[src/rtl/window_pkg.sv]
// Shared constants and FSM state type for the window memory controller.
// Latency: n/a (declarations only).
// Backpressure: n/a.
package window_pkg;

  // Default frame geometry: 256x32 output windows, one pixel of padding on each side
  localparam int DEF_IMG_W  = 256;
  localparam int DEF_IMG_H  = 32;
  localparam int DEF_PAD_W  = DEF_IMG_W + 2;
  localparam int DEF_LOAD_N = DEF_PAD_W * (DEF_IMG_H + 2);

  // Counter and index widths
  localparam int ROW_W = 5;
  localparam int COL_W = 8;
  localparam int CNT_W = 14;

  typedef enum logic [2:0] {
    ST_IDLE,
    ST_CLR,
    ST_LOAD,
    ST_SCAN,
    ST_FLUSH,
    ST_DONE
  } state_e;

endpackage

[src/rtl/window_mem_ctrl.sv]
// Frame sequencer for the 3x3 window memory: clear pointers, load padded frame, scan windows.
// Latency: write path combinational; win_valid/win_row/win_col one cycle after each mem_rd.
// Backpressure: in_valid gaps hold the load count; out_ready low holds the scan position.
module window_mem_ctrl
  import window_pkg::*;
#(
  parameter int IMG_W  = DEF_IMG_W,
  parameter int IMG_H  = DEF_IMG_H,
  parameter int PAD_W  = IMG_W + 2,
  parameter int LOAD_N = PAD_W * (IMG_H + 2)
) (
  input  logic             clk,
  input  logic             rst_n,
  input  logic             start,
  input  logic             abort,
  input  logic             in_valid,
  input  logic [7:0]       pixel_in,
  output logic             in_ready,
  input  logic             out_ready,
  output logic             mem_rst_n,
  output logic             mem_wr,
  output logic [7:0]       mem_pixelw,
  output logic             mem_rd,
  output logic             win_valid,
  output logic [ROW_W-1:0] win_row,
  output logic [COL_W-1:0] win_col,
  output logic             busy,
  output logic             done
);

  state_e           state_q;
  logic             mem_rst_n_q;
  logic [CNT_W-1:0] load_cnt_q, load_cnt_d;
  logic [ROW_W-1:0] row_q, row_d;
  logic [COL_W-1:0] col_q, col_d;
  logic             win_valid_q;
  logic [ROW_W-1:0] win_row_q;
  logic [COL_W-1:0] win_col_q;

  logic in_load, in_scan;
  logic load_last, col_last, row_last, scan_last;

  assign in_load   = (state_q == ST_LOAD);
  assign in_scan   = (state_q == ST_SCAN);
  assign load_last = in_load && in_valid && (load_cnt_q == CNT_W'(LOAD_N - 1));
  assign col_last  = (col_q == COL_W'(IMG_W - 1));
  assign row_last  = (row_q == ROW_W'(IMG_H - 1));
  assign scan_last = mem_rd && col_last && row_last;

  // Pixel path is a straight wire during LOAD; forced quiet otherwise
  assign in_ready   = in_load;
  assign mem_wr     = in_load && in_valid;
  assign mem_pixelw = in_load ? pixel_in : 8'h00;
  assign mem_rd     = in_scan && out_ready;

  assign mem_rst_n = mem_rst_n_q;
  assign win_valid = win_valid_q;
  assign win_row   = win_row_q;
  assign win_col   = win_col_q;
  assign busy      = (state_q != ST_IDLE);
  assign done      = (state_q == ST_DONE);

  // Frame sequencer; mem_rst_n is registered so it is low exactly during CLR
  always_ff @(posedge clk or negedge rst_n) begin
    if (!rst_n) begin
      state_q     <= ST_IDLE;
      mem_rst_n_q <= 1'b0;
    end else begin
      mem_rst_n_q <= 1'b1;
      if (abort) begin
        state_q <= ST_IDLE;
      end else begin
        case (state_q)
          ST_IDLE: begin
            if (start) begin
              state_q     <= ST_CLR;
              mem_rst_n_q <= 1'b0;
            end
          end
          ST_CLR:   state_q <= ST_LOAD;
          ST_LOAD:  if (load_last) state_q <= ST_SCAN;
          ST_SCAN:  if (scan_last) state_q <= ST_FLUSH;
          ST_FLUSH: state_q <= ST_DONE;
          ST_DONE:  state_q <= ST_IDLE;
          default:  state_q <= ST_IDLE;
        endcase
      end
    end
  end

  // Next values for load count and scan position; cleared on CLR or abort
  always_comb begin
    load_cnt_d = load_cnt_q;
    row_d      = row_q;
    col_d      = col_q;
    if (abort || (state_q == ST_CLR)) begin
      load_cnt_d = '0;
      row_d      = '0;
      col_d      = '0;
    end else begin
      if (mem_wr) begin
        load_cnt_d = load_cnt_q + CNT_W'(1);
      end
      if (mem_rd) begin
        if (col_last) begin
          col_d = '0;
          row_d = row_q + ROW_W'(1);
        end else begin
          col_d = col_q + COL_W'(1);
        end
      end
    end
  end

  // Counter registers
  always_ff @(posedge clk or negedge rst_n) begin
    if (!rst_n) begin
      load_cnt_q <= '0;
      row_q      <= '0;
      col_q      <= '0;
    end else begin
      load_cnt_q <= load_cnt_d;
      row_q      <= row_d;
      col_q      <= col_d;
    end
  end

  // Window qualifier tracks the memory's one-cycle read latency
  always_ff @(posedge clk or negedge rst_n) begin
    if (!rst_n) begin
      win_valid_q <= 1'b0;
      win_row_q   <= '0;
      win_col_q   <= '0;
    end else begin
      win_valid_q <= mem_rd;
      if (mem_rd) begin
        win_row_q <= row_q;
        win_col_q <= col_q;
      end
    end
  end

endmodule

[config.mk]
export PLATFORM = sky130hd
export DESIGN_NAME = window_mem_ctrl
export DESIGN_NICKNAME = d
export VERILOG_FILES = /design/src/rtl/window_pkg.sv /design/src/rtl/window_mem_ctrl.sv
export SDC_FILE = /design/constraint.sdc
export NUM_CORES = 1
export LEC_CHECK = 0
export CAP_MARGIN = 10
export CORE_MARGIN = 10
export CORE_UTILIZATION = 35
export CTS_BUF_LIST = sky130_fd_sc_hd__clkbuf_4
export CTS_CLUSTER_DIAMETER = 120
export CTS_CLUSTER_SIZE = 25
export DETAILED_ROUTE_END_ITERATION = 7
export PLACE_DENSITY = 0.62
export SLEW_MARGIN = 5
export SYNTH_ARGS = -nofsm -noshare
export SYNTH_HDL_FRONTEND = slang
export SYNTH_SLANG_ARGS = --single-unit
[constraint.sdc]
create_clock -name clk -period 4.3 [get_ports clk]
set_input_delay 0.86 -clock clk [delete_from_list [all_inputs] [get_ports clk]]
set_output_delay 0.86 -clock clk [all_outputs]
set_load 0.02 [all_outputs]
# --- Word level (Yosys, flattened, before mapping) ---
# Cells that the tools add are included.
classes:
  muxes: 17
  n_reduce_logical: 13
  n_addsub: 3
  n_eq_ne: 11
op_table:
  columns: ["cell", "count"]
  rows:
  - ["two-way mux 8 bit", 4]
  - ["two-way mux 14 bit", 2]
  - ["two-way mux 5 bit", 3]
  - ["case mux 3 bit (5 select lines)", 1]
  - ["adder 14 x 1 -> 14 bit, second input constant", 1]
  - ["== test 14 bit, second input constant", 1]
  - ["two-way mux 3 bit", 4]
  - ["adder 8 x 1 -> 8 bit, second input constant", 1]
  - ["== test 8 bit, second input constant", 1]
  - ["== test 3 x 2 -> 1 bit, second input constant", 2]
  - ["== test 3 bit, second input constant", 2]
  - ["!= test 3 x 2 -> 1 bit, second input constant", 2]
  - ["nonzero test 2 bit", 3]
  - ["adder 5 x 1 -> 5 bit, second input constant", 1]
  - ["== test 5 bit, second input constant", 1]
  - ["logical AND 1 bit", 5]
  - ["== test 3 x 1 -> 1 bit, second input constant", 1]
  - ["zero test 3 bit", 1]
  - ["two-way mux 1 bit", 3]
  - ["!= test 3 bit, second input constant", 1]
  - ["AND reduction 3 bit", 1]
  - ["nonzero test 3 bit", 1]
  - ["AND reduction 2 bit", 1]
  - ["logical OR 1 bit", 1]
totals:
  out_inout_bits: 28
  wordCells: 52
  inputBits: 14
  register_bits: 45

# --- Longest topological paths before layout ---
depth:
  ltp_word: 7
  depth_mapped: 8
  ltp_nobuf: 7

# --- Worst setup path after synthesis ---
# OpenSTA, ideal clock, no wires.
synth_path:
  path_type: "input -> output"
  startpoint: "input port out_ready"
  endpoint: "output port mem_rd"
  path_slack_ns: 1.897
  path_buffers: 2
  arrival_ns: 1.543
  required_time_ns: 3.440
  stages: 4
  path_cell_list: "nand4_4 -> inv_2 -> buf_2 -> buf_2"
synth_between:
  elab_chain_cells: 1
synth_rtl:
  columns: ["element", "line", "text"]
  rows:
  - ["start: declaration", "window_mem_ctrl.sv:19", "input logic out_ready,"]
  - ["logical AND 1 bit", "window_mem_ctrl.sv:54", "assign mem_rd = in_scan && out_ready;"]
  - ["end: declaration", "window_mem_ctrl.sv:23", "output logic mem_rd,"]
# Every way passes these cells.

# --- Worst setup path after layout ---
layout_path:
  startpoint: "input port in_valid"
  endpoint: "output port mem_wr"
layout_between:
  elab_chain_cells: 1
layout_rtl:
  columns: ["element", "line", "text"]
  rows:
  - ["start: declaration", "window_mem_ctrl.sv:16", "input logic in_valid,"]
  - ["logical AND 1 bit", "window_mem_ctrl.sv:52", "assign mem_wr = in_load && in_valid;"]
  - ["end: declaration", "window_mem_ctrl.sv:21", "output logic mem_wr,"]
# Every way passes these cells.

==> summary.md <==
| Metric | Value |
|---|---|
| Met1 Track Usage GR | `0.127` |
| Fillers | `approximately 630` |
| Row count | `29` |
| FF-to-FF End | `row_q[3]$_DFFE_PN0P_` |
| Antenna Nets Post-Route | `0` |
| Via density per instance | `~5.0` |
| Largest net degree at the start of global routing | `46` |
| RSZ-0062 raised after global routing | `false` |
| Worst Tran Pin Value | `1.00 ns` |
| Critical Path AT | `2.61 ns` |
| Post-Syn Instances | `240` |
| Final Routed Wirelength | `just over 5000 µm` |
| Core ar. | `about 6400 µm²` |
| CTS root buf | `clkbuf_4` |
| TritonCTS Buffers | `5` |
| Port-buffer cells | `slightly above 40` |
| Leading cell type in the layout, fill and taps excluded | `nand2_1` |
| Crit-path max cell delay | `around 0.63 ns` |
| Pwr dens | `between 200 and 300 nW/µm²` |
| Crit. End Element | `output pin` |
| Top Ports | `between 40 and 50` |
| Fmax | `~290 MHz` |
| Grt peak-use layer | `met2` |
| Normalized max-slew margin | `0.330` |
| Clk sink count | `45` |
| Max clock buf depth | `2` |
| FF+latch count, synth | `45` |
| GPL Wtd Cong | `slightly below 0.9` |
| Ys async rst share | `1.00` |
| Ant. Diodes | `0` |
| First-pass GRT wire length | `between 8000 and 9000 µm` |
| Grt met3 use | `0.0286` |
| Synthesized area | `between 2000 and 2500 µm²` |
| Crit-path slowest cell | `clkdlybuf4s50_1` |
| Syn avg cell area | `~9.6 µm²` |
| CP Max Fanout | `8` |
| Hold EP | `win_col[5]$_DFFE_PN0P_` |
| Post_cts resized | `0` |
| Max-slew violations | `0` |
| Pleak | `1.23 nW` |
| Seq/Total Area, Yosys | `0.488` |
| Critical path's most frequent cell | `clkdlybuf4s50_1` |
| Worst-Skew Late Latency | `roughly 0.37 ns` |
| Drt first pass iters | `4` |
| Syn nets | `approximately 260` |
| Crit path time final | `~3.5 ns` |
| CP delay by family, top | `buffers and inverters` |
| EDFF count, synth | `0` |
| Setup Skew | `0.0155 ns` |
| Hpwl dp | `3680 µm` |
| Via count | `1785` |
| Yosys Warn Count | `0` |
| Post-CTS setup buffer count | `0` |
| Status | `complete, no violations` |
| Die Ht | `roughly 100 µm` |
| Post-DR wirelength/cell | `14.2 µm` |
| Vias in the first global route | `~1700` |
| Setup_tns | `0 ns` |
| Crit Path Class | `primary input to output pin` |
| MaxCap Viol Count | `0` |
| Area added between synthesis and finish | `21.3%` |
| GR Util met2 | `0.151` |
| DIE AREA | `between 10000 and 15000 µm²` |
| DRC Markers | `0` |
| R2R setup slack | `about 2.2 ns` |
| Hold_sp | `win_col[5]$_DFFE_PN0P_` |
| Yosys cell types | `41` |
| Worst Reg2Reg Path Length in Cells | `6` |
| TritonCTS clock tree | `done` |
| WP buf/inv | `3` |
| Total Routing Usage GR | `0.0991` |
| Initial DRC count | `around 90` |
| Most frequent cells in the layout | `nand2_1, dfrtp_1, clkdlybuf4s50_1, nor2_1, nand4_1` |
| Setup Viol. Count Final | `0` |
| Nets@finish | `roughly 300` |
| Share of post-route cells with drive strength above 1 | `0.0857` |
| Final period util | `0.807` |
| Die X | `slightly above 100 µm` |
| Max IR drop VDD | `~110 µV` |
| Starting density of the core | `0.361` |
| Worst hold stages | `2` |
| Main synth FF type | `dfrtp_1` |
| Cell chain of the critical path | `clkdlybuf4s50_1 -> nand4bb_1 -> inv_8 -> clkdlybuf4s50_1` |
| Hold WS | `between 0.4 and 0.5 ns` |
| Clk slew on worst S/H paths | `0.14 ns` |
| Grt total ovfl | `0` |
| Startpoint Class | `primary input` |
| CP Data Required Time | `around 3.4 ns` |
| Antenna violations before repair | `0` |
| Origin of the critical flop-to-flop path | `state_q[1]$_DFFE_PN0P_` |
| Hold buffers post-CTS | `0` |
| Number of H-tree levels | `2` |
| Final Hold Viols | `0` |
| Tightest Hold Check Type | `flip-flop to flip-flop` |
## power breakdown
group | total [mW] | internal [mW] | switching, mW
Clock | 0.213 | 0.0703 | 0.142
Combinational | 0.0857 | 0.0364 | 0.0493
Sequential | 0.435 | 0.427 | 0.00790
## metrics by stage
| step | setup slack, ns | std cells | power [mW] | area, µm² | utilization |
|---|---|---|---|---|---|
| after floorplan | 1.90 | 240 | 0.489 | 2310 | - |
| after global placement | 0.859 | 349 | 0.531 | 2740 | 0.429 |
| after detailed placement | 0.815 | 349 | 0.531 | 2740 | 0.429 |
| after CTS | 0.814 | 357 | 0.750 | 2800 | 0.438 |
| after global routing | 0.739 | 357 | 0.770 | 2800 | 0.438 |
| final | 0.830 | 357 | 0.733 | 2800 | 0.438 |
## synthesized netlist by cell type (2+ instances only)
library cell  instances  area [µm²]
and2_1                9        56.3
or4_4                 2        22.5
inv_1                 3        11.3
and4_1                2        17.5
a21oi_1               5        25.0
xnor2_1               9        78.8
nand3_1               9        45.0
a31oi_1               2        12.5
and3_1                4        25.0
o31ai_1               4        30.0
ha_1                  4        50.1
nand4_4               2        42.5
mux2i_1               3        30.0
nor4_1                5        31.3
a21oi_2               2        17.5
nor3_1                5        25.0
or3_1                 3        18.8
buf_6                 2        22.5
nor2_1               25        93.8
inv_2                 2        7.51
dfrtp_1              45        1130
clkbuf_1              2        7.51
clkbuf_8              2        27.5
buf_2                 4        20.0
nand2_1              53         199
xor2_1                7        61.3
nand4_1              10        62.6
o21ai_0               2        10.0
## metal layers
layer / routed length (µm) / share of wire
met1: 2380 / 0.47
met2: 2330 / 0.46
met3: 276 / 0.054
met4: 87 / 0.017
met5: 0 / 0
## how the worst max path moves through the flow
stage | start | end | cells past startpoint
6_report | in_valid | mem_wr | 4
5_1_grt | in_valid | mem_wr | 4
4_1_cts | in_valid | mem_wr | 4
3_5_place_dp | in_valid | mem_wr | 4
3_3_place_gp | in_valid | mem_wr | 4
2_1_floorplan | out_ready | mem_rd | 4
## worst register-to-register path, stage by stage (launching register included)
cell	delay [ns]
dfrtp_1	0.62
nand4_4	0.31
inv_2	0.12
buf_4	0.26
nand4_4	0.23
or3_1	0.39
a21oi_1	0.14
## registers in the layout (all words and copies together) (netlist names)
signal      count
col_q           8
load_cnt_q     14
mem_rst_n       1
row_q           5
state_q         3
win_col         8
win_row         5
win_valid       1
## cells by family (layout without fill, tap and decap cells)
logic type | count (synthesis) | after routing | synth area share
AO/OA/AOI/OAI | 16 | 16 | 0.0450
AND/OR/NAND/NOR | 140 | 140 | 0.325
XOR/XNOR | 16 | 16 | 0.0607
multiplexers | 3 | 3 | 0.0130
buffers and inverters | 16 | 56 | 0.0466
flip-flops | 45 | 45 | 0.488
adder cells (fa/ha/maj) | 4 | 4 | 0.0217
## final cells by class
cell class / instances / area (µm²) / share of cell area
Clock buffer: 6 / 45.0 / 0.0161
Tap cell: 77 / 96.3 / 0.0344
Clock inverter: 2 / 15.0 / 0.00536
Sequential cell: 45 / 1130 / 0.402
Inverter: 6 / 30.0 / 0.0107
Timing Repair Buffer: 42 / 413 / 0.148
Multi-Input combinational cell: 179 / 1070 / 0.384
No activity file was read; power rests on OpenSTA's default activity.
